$ cat config.mk
export PLATFORM = sky130hd
export DESIGN_NAME = fetch_unit_flat
export DESIGN_NICKNAME = d
export VERILOG_FILES = /design/src/rtl/sisc_pkg.sv /design/src/rtl/fetch_unit_if.sv /design/src/rtl/fetch_queue.sv /design/src/rtl/fetch_unit.sv /design/src/flat_wrapper.sv
export SDC_FILE = /design/constraint.sdc
export NUM_CORES = 1
export LEC_CHECK = 0
export BUFFER_PORTS_ARGS = -buffer_cell sky130_fd_sc_hd__buf_4
export CAP_MARGIN = 30
export CELL_PAD_IN_SITES_DETAIL_PLACEMENT = 2
export CELL_PAD_IN_SITES_GLOBAL_PLACEMENT = 2
export CORE_MARGIN = 5
export CORE_UTILIZATION = 33
export DETAILED_ROUTE_END_ITERATION = 8
export PLACE_DENSITY = 0.75
export REMOVE_ABC_BUFFERS = 1
export SETUP_SLACK_MARGIN = 0.4
export SLEW_MARGIN = 20
export SYNTH_ARGS = -nofsm -noshare
export SYNTH_HDL_FRONTEND = slang
export SYNTH_SLANG_ARGS = --single-unit
$ cat constraint.sdc
create_clock -name clk -period 3.3 [get_ports clk]
set_input_delay 0.165 -clock clk [delete_from_list [all_inputs] [get_ports clk]]
set_output_delay 0.165 -clock clk [all_outputs]
set_load 0.1 [all_outputs]
$ cat src/rtl/sisc_pkg.sv
// rtl/sisc_pkg.sv - shared types and constants for the instruction fetch slice
package sisc_pkg;

    localparam int DEFAULT_PC_W = 16;
    localparam int INSTR_W      = 32;
    localparam logic [INSTR_W-1:0] NOP_INSTR = 32'h0;

    typedef enum logic [1:0] {
        ST_IDLE    = 2'd0,
        ST_REQ     = 2'd1,
        ST_DISCARD = 2'd2
    } fetch_state_e;

endpackage

$ cat src/rtl/fetch_unit_if.sv
// rtl/fetch_unit_if.sv - fetch unit bus: instruction memory, decode handshake, redirect
// master: fetch_unit side (drives imem_req/imem_addr, ir/ir_valid/ir_pc)
// slave : memory + control unit side (drives imem_ack/imem_data, ir_ready, br_taken/br_addr)
interface fetch_unit_if
    import sisc_pkg::*;
#(
    parameter int PC_W = DEFAULT_PC_W
);
    logic               imem_req;
    logic [PC_W-1:0]    imem_addr;
    logic               imem_ack;
    logic [INSTR_W-1:0] imem_data;
    logic [INSTR_W-1:0] ir;
    logic               ir_valid;
    logic               ir_ready;
    logic [PC_W-1:0]    ir_pc;
    logic               br_taken;
    logic [PC_W-1:0]    br_addr;

    modport master (
        output imem_req, imem_addr, ir, ir_valid, ir_pc,
        input  imem_ack, imem_data, ir_ready, br_taken, br_addr
    );

    modport slave (
        input  imem_req, imem_addr, ir, ir_valid, ir_pc,
        output imem_ack, imem_data, ir_ready, br_taken, br_addr
    );
endinterface

$ cat src/rtl/fetch_queue.sv
// rtl/fetch_queue.sv - prefetch FIFO of {instr, pc} with flush
// clk, rst_f            : clock, async active-high reset
// flush_i               : empty the queue (wins over push/pop)
// push_i, push_*_i      : write one entry (never issued when full)
// pop_i                 : drop the head entry (never issued when empty)
// count_o, head_*_o     : occupancy and head entry (NOP / 0 when empty)
module fetch_queue
    import sisc_pkg::*;
#(
    parameter int PC_W  = DEFAULT_PC_W,
    parameter int DEPTH = 2,
    localparam int CNT_W = $clog2(DEPTH + 1),
    localparam int PTR_W = $clog2(DEPTH)
) (
    input  logic               clk,
    input  logic               rst_f,
    input  logic               flush_i,
    input  logic               push_i,
    input  logic [INSTR_W-1:0] push_instr_i,
    input  logic [PC_W-1:0]    push_pc_i,
    input  logic               pop_i,
    output logic [CNT_W-1:0]   count_o,
    output logic [INSTR_W-1:0] head_instr_o,
    output logic [PC_W-1:0]    head_pc_o
);
    logic [INSTR_W-1:0] instr_mem [DEPTH];
    logic [PC_W-1:0]    pc_mem    [DEPTH];
    logic [PTR_W-1:0]   wr_ptr_q, wr_ptr_d, rd_ptr_q, rd_ptr_d;
    logic [CNT_W-1:0]   count_q, count_d;

    // DEPTH need not be a power of two, so pointers wrap explicitly
    function automatic logic [PTR_W-1:0] next_ptr(input logic [PTR_W-1:0] p);
        return (p == PTR_W'(DEPTH - 1)) ? '0 : p + 1'b1;
    endfunction

    always_comb begin
        count_d  = count_q;
        wr_ptr_d = wr_ptr_q;
        rd_ptr_d = rd_ptr_q;
        if (flush_i) begin
            count_d  = '0;
            wr_ptr_d = '0;
            rd_ptr_d = '0;
        end else begin
            if (push_i) wr_ptr_d = next_ptr(wr_ptr_q);
            if (pop_i)  rd_ptr_d = next_ptr(rd_ptr_q);
            case ({push_i, pop_i})
                2'b10:   count_d = count_q + 1'b1;
                2'b01:   count_d = count_q - 1'b1;
                default: ;
            endcase
        end
    end

    always_ff @(posedge clk or posedge rst_f) begin
        if (rst_f) begin
            count_q  <= '0;
            wr_ptr_q <= '0;
            rd_ptr_q <= '0;
        end else begin
            count_q  <= count_d;
            wr_ptr_q <= wr_ptr_d;
            rd_ptr_q <= rd_ptr_d;
        end
    end

    // Storage needs no reset: the head is masked whenever count is zero
    always_ff @(posedge clk) begin
        if (push_i && !flush_i) begin
            instr_mem[wr_ptr_q] <= push_instr_i;
            pc_mem[wr_ptr_q]    <= push_pc_i;
        end
    end

    assign count_o      = count_q;
    assign head_instr_o = (count_q != '0) ? instr_mem[rd_ptr_q] : NOP_INSTR;
    assign head_pc_o    = (count_q != '0) ? pc_mem[rd_ptr_q]    : '0;

endmodule

$ cat src/rtl/fetch_unit.sv
// rtl/fetch_unit.sv - instruction fetch FSM, fetch PC and prefetch queue
// clk, rst_f : clock, async active-high reset
// bus        : fetch_unit_if.master (memory request/ack, ir handshake, redirect)
// fetch_cnt, flush_cnt : saturating push / redirect counters, only with FETCH_PERF_EN
module fetch_unit
    import sisc_pkg::*;
#(
    parameter int              PC_W     = DEFAULT_PC_W,
    parameter int              DEPTH    = 2,
    parameter logic [PC_W-1:0] RESET_PC = '0
) (
    input  logic         clk,
    input  logic         rst_f,
    fetch_unit_if.master bus
`ifdef FETCH_PERF_EN
    ,
    output logic [15:0]  fetch_cnt,
    output logic [15:0]  flush_cnt
`endif
);
    localparam int CNT_W = $clog2(DEPTH + 1);
    localparam logic [CNT_W-1:0] DEPTH_C = CNT_W'(DEPTH);

    fetch_state_e       state_q, state_d;
    logic [PC_W-1:0]    fetch_pc_q, fetch_pc_d;
    logic [PC_W-1:0]    addr_q, addr_d;
    logic               start_q;
    logic [CNT_W-1:0]   count, count_after;
    logic [INSTR_W-1:0] head_instr;
    logic [PC_W-1:0]    head_pc;
    logic               busy, push, pop, ir_valid_w;

    assign busy       = (state_q == ST_REQ) || (state_q == ST_DISCARD);
    assign ir_valid_w = (count != '0);
    // A redirect suppresses both queue operations in its cycle
    assign push        = (state_q == ST_REQ) && bus.imem_ack && !bus.br_taken;
    assign pop         = ir_valid_w && bus.ir_ready && !bus.br_taken;
    assign count_after = count + CNT_W'(push) - CNT_W'(pop);

    always_comb begin
        fetch_pc_d = fetch_pc_q;
        if (bus.br_taken)
            fetch_pc_d = bus.br_addr;
        else if (push)
            fetch_pc_d = fetch_pc_q + 1'b1;
    end

    // The request address freezes while a request is outstanding, so a
    // redirect during REQ/DISCARD changes only fetch_pc, never imem_addr
    assign addr_d = (busy && !bus.imem_ack) ? addr_q : fetch_pc_d;

    // start_q delays the first request by one edge after reset release
    always_ff @(posedge clk or posedge rst_f) begin
        if (rst_f) begin
            state_q    <= ST_IDLE;
            fetch_pc_q <= RESET_PC;
            addr_q     <= RESET_PC;
            start_q    <= 1'b0;
        end else begin
            state_q    <= state_d;
            fetch_pc_q <= fetch_pc_d;
            addr_q     <= addr_d;
            start_q    <= 1'b1;
        end
    end

    always_comb begin
        state_d = state_q;
        case (state_q)
            ST_IDLE: begin
                if (start_q && !bus.br_taken && (count < DEPTH_C))
                    state_d = ST_REQ;
            end
            ST_REQ: begin
                if (bus.br_taken)
                    state_d = bus.imem_ack ? ST_IDLE : ST_DISCARD;
                else if (bus.imem_ack)
                    state_d = (count_after < DEPTH_C) ? ST_REQ : ST_IDLE;
            end
            ST_DISCARD: begin
                if (bus.imem_ack)
                    state_d = ST_IDLE;
            end
            default: state_d = ST_IDLE;
        endcase
    end

    always_comb begin
        bus.imem_req  = busy;
        bus.imem_addr = addr_q;
        bus.ir        = head_instr;
        bus.ir_pc     = head_pc;
        bus.ir_valid  = ir_valid_w;
    end

    fetch_queue #(
        .PC_W  (PC_W),
        .DEPTH (DEPTH)
    ) u_queue (
        .clk          (clk),
        .rst_f        (rst_f),
        .flush_i      (bus.br_taken),
        .push_i       (push),
        .push_instr_i (bus.imem_data),
        .push_pc_i    (addr_q),
        .pop_i        (pop),
        .count_o      (count),
        .head_instr_o (head_instr),
        .head_pc_o    (head_pc)
    );

`ifdef FETCH_PERF_EN
    logic [15:0] fetch_cnt_q, flush_cnt_q;

    always_ff @(posedge clk or posedge rst_f) begin
        if (rst_f) begin
            fetch_cnt_q <= '0;
            flush_cnt_q <= '0;
        end else begin
            if (push && (fetch_cnt_q != 16'hFFFF))
                fetch_cnt_q <= fetch_cnt_q + 1'b1;
            if (bus.br_taken && (flush_cnt_q != 16'hFFFF))
                flush_cnt_q <= flush_cnt_q + 1'b1;
        end
    end

    assign fetch_cnt = fetch_cnt_q;
    assign flush_cnt = flush_cnt_q;
`endif

endmodule

$ cat src/flat_wrapper.sv
// flat-port wrapper written by rule: the top's interface ports become plain ports
module fetch_unit_flat import sisc_pkg::*;
#(
    parameter int              PC_W     = DEFAULT_PC_W,
    parameter int              DEPTH    = 2,
    parameter logic [PC_W-1:0] RESET_PC = '0
)
  (clk, rst_f, bus_imem_req, bus_imem_addr, bus_ir, bus_ir_valid, bus_ir_pc, bus_imem_ack, bus_imem_data, bus_ir_ready, bus_br_taken, bus_br_addr);
  fetch_unit_if #(.PC_W(PC_W)) bus_i ();
  input  logic clk;
  input  logic rst_f;
  output wire logic [$bits(bus_i.imem_req)-1:0] bus_imem_req;
  output wire logic [$bits(bus_i.imem_addr)-1:0] bus_imem_addr;
  output wire logic [$bits(bus_i.ir)-1:0] bus_ir;
  output wire logic [$bits(bus_i.ir_valid)-1:0] bus_ir_valid;
  output wire logic [$bits(bus_i.ir_pc)-1:0] bus_ir_pc;
  input wire logic [$bits(bus_i.imem_ack)-1:0] bus_imem_ack;
  input wire logic [$bits(bus_i.imem_data)-1:0] bus_imem_data;
  input wire logic [$bits(bus_i.ir_ready)-1:0] bus_ir_ready;
  input wire logic [$bits(bus_i.br_taken)-1:0] bus_br_taken;
  input wire logic [$bits(bus_i.br_addr)-1:0] bus_br_addr;
  assign bus_imem_req = bus_i.imem_req;
  assign bus_imem_addr = bus_i.imem_addr;
  assign bus_ir = bus_i.ir;
  assign bus_ir_valid = bus_i.ir_valid;
  assign bus_ir_pc = bus_i.ir_pc;
  assign bus_i.imem_ack = bus_imem_ack;
  assign bus_i.imem_data = bus_imem_data;
  assign bus_i.ir_ready = bus_ir_ready;
  assign bus_i.br_taken = bus_br_taken;
  assign bus_i.br_addr = bus_br_addr;
  fetch_unit #(.PC_W(PC_W), .DEPTH(DEPTH), .RESET_PC(RESET_PC)) u_core (.clk(clk), .rst_f(rst_f), .bus(bus_i));
endmodule
==> flow_summary_export.csv, run 1 <==
group,metric,value,unit
power,power.leakage,0.003078,uW
timing,rsz0062_at_grt,"no",
yosys,synth_area,5751,um2
final_layout,final_layout_size_suffix_gt1_frac,0.2862,
setup_path,crit_type,"flop to flop",
floorplanning,die-area,20170,um2
yosys,synth_top_area_share,0.5013,
timing,slew_headroom,0.4218,
routing,drt-pass1-iter-count,4,
final_layout,antenna_cells,0,
yosys,ys_seq_area_frac,0.6710,
placed_design,dp_hpwl,11010,um
placed_design,place.port_buffers,118,
final_layout,postLayoutCoreUtil,0.4625,
yosys,synth_edf_count,96,
cts,cts.root.buffer_cell,"clkbuf_16",
flow_run,maxCapViolCount,0,
yosys,synth_seq_cells,135,
setup_path,worst_ep_arrival_time,2.46,ns
cts,cts_buffer_depth,2,
timing,setup_violations,0,
global_routing,grt_usage,0.1710,
timing,tightest_slew,0.8674,ns
final_layout,final_net_count,654,
yosys,synth_ff_type,"edfxtp_1",
cts,post_cts_buffers,0,
global_routing,antenna_found_initial,0,
hold_path,hold_path_class,"input port to flop",
global_routing,grt-ovfl-total,0,
power,pwr_density_cell,957.1,nW/um2
cts,clk_pin_slew,0.06,ns
yosys,synthTopCellsByArea,"edfxtp_1 (50%), dfrtp_1 (17%), mux2i_1 (8.7%)",
floorplanning,coreArea,17180,um2
cts,htreeDepth,4,
yosys,async_reset_ff_frac,0.2889,
cts,post_cts_hold_buffer_count,44,
final_layout,syn2layout_area_growth,38.14,%
floorplanning,num_rows,48,
power,fin_total_pwr,7603,uW
power,ir_worst_vdd,811.5,uV
setup_path,crit_path_end_kind,"flop",
routing,routed_wirelength,16890,um
yosys,synth_warnings,0,
timing,finalHoldViolCount,0,
timing,fin_worst_skew,0.01013,ns
routing,viasPerCell,4.938,
timing,period_needed,2.340,ns
placed_design,dpl_cell_area,6934,um2
setup_path,required,3.42,ns
setup_path,cp_max_fo,25,
cts,cts_resized,0,
yosys,synth.most_common_cell,"edfxtp_1",
cts,clock_latency,0.42,ns
final_layout,fillers,1713,
cts,cts_tree,"yes",
routing,ant_nets,0,
yosys,netlist-cell-type-count,44,
global_routing,grt_pass1_wl,26450,um
timing,drv_slew,0,
routing,wl_per_cell,20.28,um
routing,drt_iter0_drc,156,
status,status,"finished clean",
routing,vias,4113,
yosys,syn_inst,429,
cts,numCtsBuffers,17,
final_layout,fin_area,7944,um2
floorplanning,die_h,142.0,um
setup_path,startpoint_type,"flop",
floorplanning,start_util,0.3348,
placed_design,place.gp.congestion,0.7956,
yosys,synth_top_cell_by_area,"edfxtp_1",
yosys,synth_common_cells,"edfxtp_1 (96), nor2_1 (64), mux2i_1 (50)",
floorplanning,io_pins,119,
global_routing,grt_pass1_vias,4692,
floorplanning,die_x,142.0,um
routing,drc_errors,0,
yosys,syn_area_per_cell,13.40,um2
timing,min_period_over_period,0.7091,
cts,cts.sinks,135,
timing,max_freq,427.3,MHz
global_routing,grt_max_degree,49,
-- per-stage QoR --
stage	hold slack, ns	setup slack, ns	setup TNS, ns	instances
finish	0.006106	0.9599	0	833
global route	0.03218	0.7710	0	833
detailed placement	0.2869	0.9457	0	757
floorplan	0.2314	-0.8687	-7.749	408
global placement	0.3518	1.076	0	757
CTS	0.0007486	0.9335	0	833
-- report_power, final --
| part | switching (uW) | total (uW) | internal [uW] |
|---|---|---|---|
| Sequential | 210 | 2350 | 2140 |
| Clock | 773 | 1830 | 1050 |
| Combinational | 2670 | 3430 | 759 |
| Total | 3650 | 7600 | 3950 |
-- sequential cells by signal, indices dropped and copies added (netlist names), 2 cells and up --
register and cells:
u_core.u_queue.instr_mem 64, u_core.u_queue.pc_mem 32, u_core.u_queue.count_o 2, u_core.state_q 2, u_core.bus.imem_addr 16, u_core.fetch_pc_q 16
-- layer usage --
metal / global-route usage / up-vias / wire length (um)
li1: - / 1911 / -
met3: 0.04133 / 15 / 666
met4: 0.04242 / 0 / 140
met1: 0.2169 / 2088 / 7525
met2: 0.2952 / 99 / 8559
met5: 0 / - / 0
-- logic make-up after synthesis --
group | share of synthesized area
simple gates | 0.1175
compound gates | 0.05091
xor+xnor | 0.01980
buf+inv | 0.02241
mux | 0.1047
fa+ha+maj | 0.01305
flops | 0.6710
other cells | 0.0006521
-- placed cells by master (no fill, tap or decap), types with 3 or more instances in the layout --
master         instances
xnor2_1                6
mux2_2                 9
and3_1                 5
dfrtp_1               38
dlygate4sd3_1         44
nor4_1                 5
buf_12                 3
a31oi_1                4
inv_1                 10
or4_1                  4
or3_1                  8
xor2_1                 7
nor2b_1                5
inv_6                  6
o21ai_0               12
nand4_1                5
nand2_1               16
clkbuf_16             17
mux2i_1               50
nand3_1               14
o211ai_1               5
ha_1                   6
nor2_1                62
clkinvlp_4             3
edfxtp_1              96
buf_4                121
a21oi_1                9
-- path summary, 6_finish.rpt --
kind                                    startpoint                               to  slack [ns]  cells past startpoint
min in group asynchronous                    rst_f                   u_core.start_q        0.37                      3
setup / recovery                 u_core.state_q[1]  u_core.u_queue.instr_mem[1][26]        0.96                      5
setup reg to reg                 u_core.state_q[1]  u_core.u_queue.instr_mem[1][26]        0.96                      5
hold reg to reg            u_core.bus.imem_addr[0]      u_core.u_queue.pc_mem[0][0]        0.52                      0
hold / removal                      bus_br_addr[5]             u_core.fetch_pc_q[5]       0.006                      3
max in group asynchronous                    rst_f         u_core.bus.imem_addr[11]        2.26                      4
-- worst max-delay path, cell delays in order, from the launching register on --
cell and delay, ns:
dfrtp_1 0.39, inv_1 0.11, ha_1 0.30, nor2b_1 0.26, and3_2 0.69, buf_12 0.27
-- cell type report --
type / instances / area, um2 / share of cell area
sequential: 135 / 3860 / 0.4859
inverter: 12 / 45.04 / 0.005670
clock buffer: 17 / 425.4 / 0.05355
timing repair buffer: 168 / 1409 / 0.1774
multi-input combinational: 261 / 1779 / 0.2240
tap: 225 / 281.5 / 0.03544
clock inverter: 15 / 143.9 / 0.01811
(Power assumes the default switching activity.)
==> run 2, diff against run 1 <==
ABC_AREA = 1   (was unset)
CORE_UTILIZATION = 35   (was 33)
PLACE_DENSITY = 0.8   (was 0.75)
clock period = 2.2 ns   (was 3.3 ns; I/O delays follow)
==> run 2 against run 1 <==
  * Design area increased by 17%
  * Die area decreased by 5.4%
  * Area after synthesis about the same
  * Final cell count increased by 15%
  * Highest routed layer is now met5
==> flow_summary_export.csv, run 2 <==
group,metric,value,unit
floorplanning,die_x,138.2,um
floorplanning,io_pins,119,
flow_run,maxCapViolCount,0,
setup_path,crit_type,"flop to output port",
floorplanning,die_h,138.2,um
floorplanning,coreArea,16000,um2
routing,drc_errors,0,
yosys,async_reset_ff_frac,0.2889,
routing,drt_iter0_drc,422,
placed_design,place.gp.congestion,0.8094,
global_routing,grt_max_degree,49,
final_layout,antenna_cells,0,
setup_path,r2r_end,"u_core.bus.imem_addr[13]",
yosys,syn_area_per_cell,10.80,um2
routing,drt-pass1-iter-count,4,
setup_path,crit_end,"bus_ir[10]",
timing,fin_worst_skew,0.01063,ns
power,ir_worst_vdd,1278,uV
setup_path,startpoint,"u_core.u_queue.rd_ptr_q",
final_layout,top_register,"u_core.u_queue.instr_mem",
setup_path,regToRegSetupSlack,0.17,ns
cts,clock_latency,0.45,ns
setup_path,reg2reg_from,"u_core.state_q[1]",
yosys,synth_ff_type,"edfxtp_1",
setup_path,startpoint_type,"flop",
power,pwr-share-seq,0.242,
cts,cts_tree,"yes",
placed_design,place.port_buffers,118,
timing,min_period_over_period,0.9350,
setup_path,reg2reg_depth,10,
yosys,synth_top_area_share,0.5015,
routing,viasPerCell,5.592,
yosys,synth_warnings,0,
placed_design,dpl_cell_area,6943,um2
yosys,synth_top_cell_by_area,"edfxtp_1",
timing,setup_tns,0,ns
timing,slew_headroom,0.5767,
yosys,synth_seq_cells,135,
yosys,syn_inst,532,
power,p_comb_frac,0.542,
timing,setup_violations,0,
power,power.leakage,0.003766,uW
yosys,synth.most_common_cell,"nand2_1",
final_layout,syn2layout_area_growth,61.80,%
cts,cts.sinks,135,
final_layout,largest_reg_flops,64,
final_layout,layout_common_cells,"nand2_1 (174), edfxtp_1 (96), buf_4 (91)",
power,switching_share,0.5063,
floorplanning,num_rows,46,
global_routing,grt-ovfl-total,0,
timing,finalHoldViolCount,0,
hold_path,hold_path_class,"input port to flop",
power,p_sw,7677,uW
final_layout,fin_area,9300,um2
setup_path,required,2.09,ns
cts,htreeDepth,4,
floorplanning,die-area,19090,um2
cts,cts.root.buffer_cell,"clkbuf_16",
final_layout,top_regs,"u_core.u_queue.instr_mem x64, u_core.u_queue.pc_mem x32",
routing,vias,5352,
power,pwr_density_cell,1630,nW/um2
yosys,synth_edf_count,96,
global_routing,grt_pass1_vias,5629,
power,pwr-share-clk,0.216,
yosys,synth_common_cells,"nand2_1 (186), edfxtp_1 (96), a21oi_1 (51)",
final_layout,final_net_count,787,
yosys,synth_area,5748,um2
cts,numCtsBuffers,17,
global_routing,antenna_found_initial,3,
routing,wl_per_cell,32.79,um
yosys,netlist-cell-type-count,37,
cts,cts_buffer_depth,2,
routing,routed_wirelength,31380,um
global_routing,grt_pass1_wl,38570,um
setup_path,worst_ep_arrival_time,1.95,ns
placed_design,dp_hpwl,12060,um
yosys,synthTopCellsByArea,"edfxtp_1 (50%), dfrtp_1 (17%), nand2_1 (12%)",
timing,rsz0062_at_grt,"yes",
final_layout,final_common_cell,"nand2_1",
floorplanning,start_util,0.3592,
power,internal-power,7485,uW
routing,ant_nets,0,
setup_path,crit_path_end_kind,"output port",
status,status,"finished clean",
timing,max_freq,486.1,MHz
timing,period_needed,2.057,ns
timing,tightest_slew,0.6343,ns
yosys,ys_seq_area_frac,0.6713,
cts,clk_pin_slew,0.06,ns
setup_path,cp_max_fo,24,
final_layout,final_layout_size_suffix_gt1_frac,0.3900,
timing,drv_slew,0,
global_routing,grt_usage,0.2703,
run 2: cell types whose count changed after synthesis, moves of 6 or more:
cell	change
and3_1	-6
nand2_1	+170
inv_1	+17
or3_1	-8
nor2_1	-44
nand3_1	+8
mux2_2	-9
or2_2	+6
mux2i_1	-50
a21oi_1	+42
run 2: worst min path at each step:
stage                      from                        endpoint  slack, ns  depth (start not counted)
3_3_place_gp              rst_f         u_core.bus.imem_addr[3]       0.29                          3
3_5_place_dp              rst_f         u_core.bus.imem_addr[2]       0.30                          3
4_1_cts         bus_br_addr[12]           u_core.fetch_pc_q[12]      0.002                          3
6_report        bus_br_addr[14]        u_core.bus.imem_addr[14]      0.009                          4
5_1_grt         bus_br_addr[12]           u_core.fetch_pc_q[12]      0.008                          3
2_1_floorplan  bus_imem_data[0]  u_core.u_queue.instr_mem[0][0]       0.21                          0
run 2: power groups by stage:
stage	clock [uW]	combinational, uW	sequential (uW)
6_report	3280	8210	3670
5_1_grt	3410	8400	3690
4_1_cts	3150	7140	3560
3_5_place_dp	0	6100	3570
3_3_place_gp	0	5960	3540
2_1_floorplan	0	3530	4540
run 2: what timing repair did:
item	CTS	global route
hold endpoints to repair	114	0
cloned	3	4
setup endpoints to repair	153	105
hold buffers	42	0
pin swaps	15	29
gates resized for setup	141	92
setup buffers	8	13
run 2: stage by stage:
step	utilization	power, uW	setup slack [ns]	std cells	hold slack, ns
finish	0.5812	15160	0.1430	957	0.009187
global route	0.5812	15500	0.08578	957	0.008448
CTS	0.5435	13840	0.3123	940	0.002173
detailed placement	0.4339	9668	0.1881	855	0.2959
global placement	0.4339	9502	0.2623	855	0.2887
floorplan	-	8070	-2.005	511	0.2089
run 2: per-layer routing:
metal / GRT usage / part of all wire
met3: 0.06207 / 0.062
met1: 0.3347 / 0.39
met5: 0 / 0.0011
met4: 0.09308 / 0.039
met2: 0.4661 / 0.50
run 2: cells by family (layout without fill, tap and decap cells):
group	after synthesis	in the layout	share of synthesized area
adder cells (fa/ha/maj)	6	6	0.01306
AO/OA/AOI/OAI	70	70	0.06595
other	1	1	0.0006524
flip-flops	135	135	0.6713
AND/OR/NAND/NOR	264	264	0.2044
buffers and inverters	51	260	0.03701
XOR/XNOR	5	5	0.007618
run 2: final cells by class:
type / instances / area, um2
clock inverter: 15 / 209.0
inverter: 30 / 122.6
fill: 1482 / 6700
multi-input combinational: 346 / 2097
tap: 216 / 270.3
timing repair buffer: 198 / 2313
clock buffer: 17 / 425.4
sequential: 135 / 3862
run 2: worst max-delay path, cell delays in order, from the launching register on:
cell and delay [ns]:
dfrtp_2 0.51, buf_12 0.23, nand2_1 0.11, a21oi_1 0.28, buf_4 0.36
==> run 3, diff against run 2 <==
CORE_UTILIZATION = 37   (was 35)
PLACE_DENSITY = 0.84   (was 0.8)
clock period = 2.6 ns   (was 2.2 ns; I/O delays follow)
==> run 3 against run 2 <==
  * Via count fell by 14%
  * Worst hold slack better by 0.015 ns
  * Sequential share of layout area up 7.5 points
  * Critical path depth up 1
  * First-iteration DRC count fell by 45%
  * Routed wire length shrank 37%
  * Clock power down 28%
  * Critical path type unchanged
  * Largest cell class unchanged
  * Largest power group unchanged
==> flow_summary_export.csv, run 3 (same netlist as run 2, synthesis figures left out) <==
group,metric,value,unit
setup_path,critPathBufInv,3,
setup_path,r2r_end,"u_core.state_q[0]",
power,fin_total_pwr,10610,uW
setup_path,slowest_delay,0.41,ns
power,power.leakage,0.003362,uW
global_routing,grt_max_degree,50,
setup_path,startpoint_type,"flop",
placed_design,dpl_cell_area,6885,um2
floorplanning,die-area,18130,um2
power,pwr_density_cell,1347,nW/um2
placed_design,place.gp.congestion,0.7914,
timing,max_freq,470.0,MHz
timing,setup_violations,0,
final_layout,largest_reg_flops,64,
cts,cts.root.buffer_cell,"clkbuf_16",
cts,htreeDepth,4,
hold_path,hold_path_class,"input port to flop",
global_routing,grt_pass1_vias,5250,
setup_path,reg2reg_from,"u_core.state_q[1]",
final_layout,multi_input_area,1712,um2
cts,cts.sinks,135,
timing,period_needed,2.128,ns
global_routing,grt_pass1_wl,30550,um
final_layout,fillers,1526,
final_layout,regArea,3860,um2
hold_path,worstHoldEndpoint,"u_core.fetch_pc_q[3]",
status,status,"finished clean",
timing,rsz0062_at_grt,"yes",
routing,drt_iter0_drc,233,
routing,routed_wirelength,19830,um
final_layout,final_common_cell,"nand2_1",
timing,tightest_slew,0.6267,ns
hold_path,hp-start,"bus_br_addr[3]",
floorplanning,start_util,0.3781,
timing,slew_headroom,0.5817,
floorplanning,io_pins,119,
cts,clock_latency,0.42,ns
floorplanning,die_x,134.6,um
timing,fin_worst_skew,0.01007,ns
setup_path,cp_slowest_cell,"dfrtp_2",
setup_path,crit_path_end_kind,"output port",
final_layout,layout_common_cells,"nand2_1 (186), buf_4 (117), edfxtp_1 (96)",
global_routing,grt-ovfl-total,0,
final_layout,top_register,"u_core.u_queue.instr_mem",
setup_path,required,2.47,ns
placed_design,dpl.cell_count,824,
timing,setup_tns,0,ns
routing,wl_per_cell,22.16,um
final_layout,final_cell_count_no_fill,895,
cts,post_cts_buffers,0,
final_layout,antenna_cells,0,
setup_path,path_delay_family,"buffers and inverters",
timing,min_period_over_period,0.8183,
setup_path,crit_type,"flop to output port",
timing,drv_slew,0,
placed_design,post-place-ws,0.4460,ns
floorplanning,num_rows,45,
placed_design,dp_hpwl,11840,um
setup_path,cp_max_fo,38,
cts,clk_pin_slew,0.06,ns
routing,ant_nets,0,
placed_design,place.port_buffers,118,
timing,fin_ws,0.4725,ns
setup_path,worst_ep_arrival_time,2.00,ns
setup_path,reg2reg_depth,10,
floorplanning,die_h,134.6,um
timing,finalHoldViolCount,0,
global_routing,antenna_found_initial,0,
hold_path,holdPathStages,3,
final_layout,fin_area,7873,um2
final_layout,top_regs,"u_core.u_queue.instr_mem x64, u_core.u_queue.pc_mem x32",
power,ir_worst_vdd,716.4,uV
flow_run,maxCapViolCount,0,
routing,viasPerCell,5.156,
final_layout,final_net_count,753,
cts,cts_tree,"yes",
routing,drt-pass1-iter-count,4,
final_layout,syn2layout_area_growth,36.96,%
setup_path,regToRegSetupSlack,0.58,ns
global_routing,grt_usage,0.2206,
final_layout,final_layout_size_suffix_gt1_frac,0.2645,
routing,vias,4615,
setup_path,crit_chain,"inv_2, buf_12, nand2_1, a21oi_1, buf_6",
routing,drc_errors,0,
floorplanning,coreArea,15200,um2
cts,cts_buffer_depth,2,
cts,numCtsBuffers,17,
-- run 3: changes by cell type in the layout (fill, tap and decap cells not counted), sizes merged --
cell	change
buf	-28
dlygate4sd3	-3
clkbuf	-1
clkinv	+1
bufinv	-3
-- run 3: where the power goes --
part           internal [uW]  switching (uW)
Clock                   1400             943
Combinational            980            4280
Sequential              2720             277
Total                   5110            5500
-- run 3: through the flow --
stage	util	hold WS (ns)
6_report	0.5179	0.02432
5_1_grt	0.5179	0.03464
4_1_cts	0.5163	0.006775
3_5_place_dp	0.4529	0.3218
3_3_place_gp	0.4529	0.3138
2_1_floorplan	-	0.2289
-- run 3: worst max path at each step --
| stage | start | to | slack [ns] | cells past startpoint |
|---|---|---|---|---|
| final | u_core.u_queue.rd_ptr_q | bus_ir[12] | 0.47 | 5 |
| after global routing | u_core.state_q[1] | u_core.state_q[0] | 0.39 | 10 |
| after CTS | u_core.u_queue.rd_ptr_q | bus_ir_pc[6] | 0.42 | 4 |
| after detailed placement | u_core.state_q[1] | u_core.state_q[0] | 0.45 | 10 |
| after global placement | u_core.state_q[1] | u_core.state_q[0] | 0.53 | 10 |
| after floorplan | u_core.u_queue.count_o[1] | u_core.state_q[0] | -1.61 | 11 |
-- run 3: routing by layer --
metal	vias up	share of wire	track usage	wire length, um
met3	19	0.045	0.04247	899
li1	2106	-	-	-
met2	153	0.52	0.3972	10270
met4	0	0.011	0.05147	224
met1	2337	0.43	0.2743	8433
met5	-	0	0	0
-- run 3: cell type report --
cell class,instances,share of cell area
flip-flops and latches,135,0.4903
multi-input cells,346,0.2174
repair buffers,164,0.1759
clock buffers,19,0.05499
well taps,188,0.02988
clock inverters,13,0.01685
inverters,30,0.01462
-- run 3: worst min-delay path, delay by kind of cell --
kind / cells / cell delay [ns]
AND/OR/NAND/NOR: 2 / 0.18
buffers and inverters: 1 / 0.08
-- run 3: timing repair --
item                                   4_1_cts  5_1_grt
resized for setup                            1        7
setup endpoints to repair                    1       12
hold buffers                                39        0
endpoints found under the hold margin      109        0
pin swaps                                    0        0
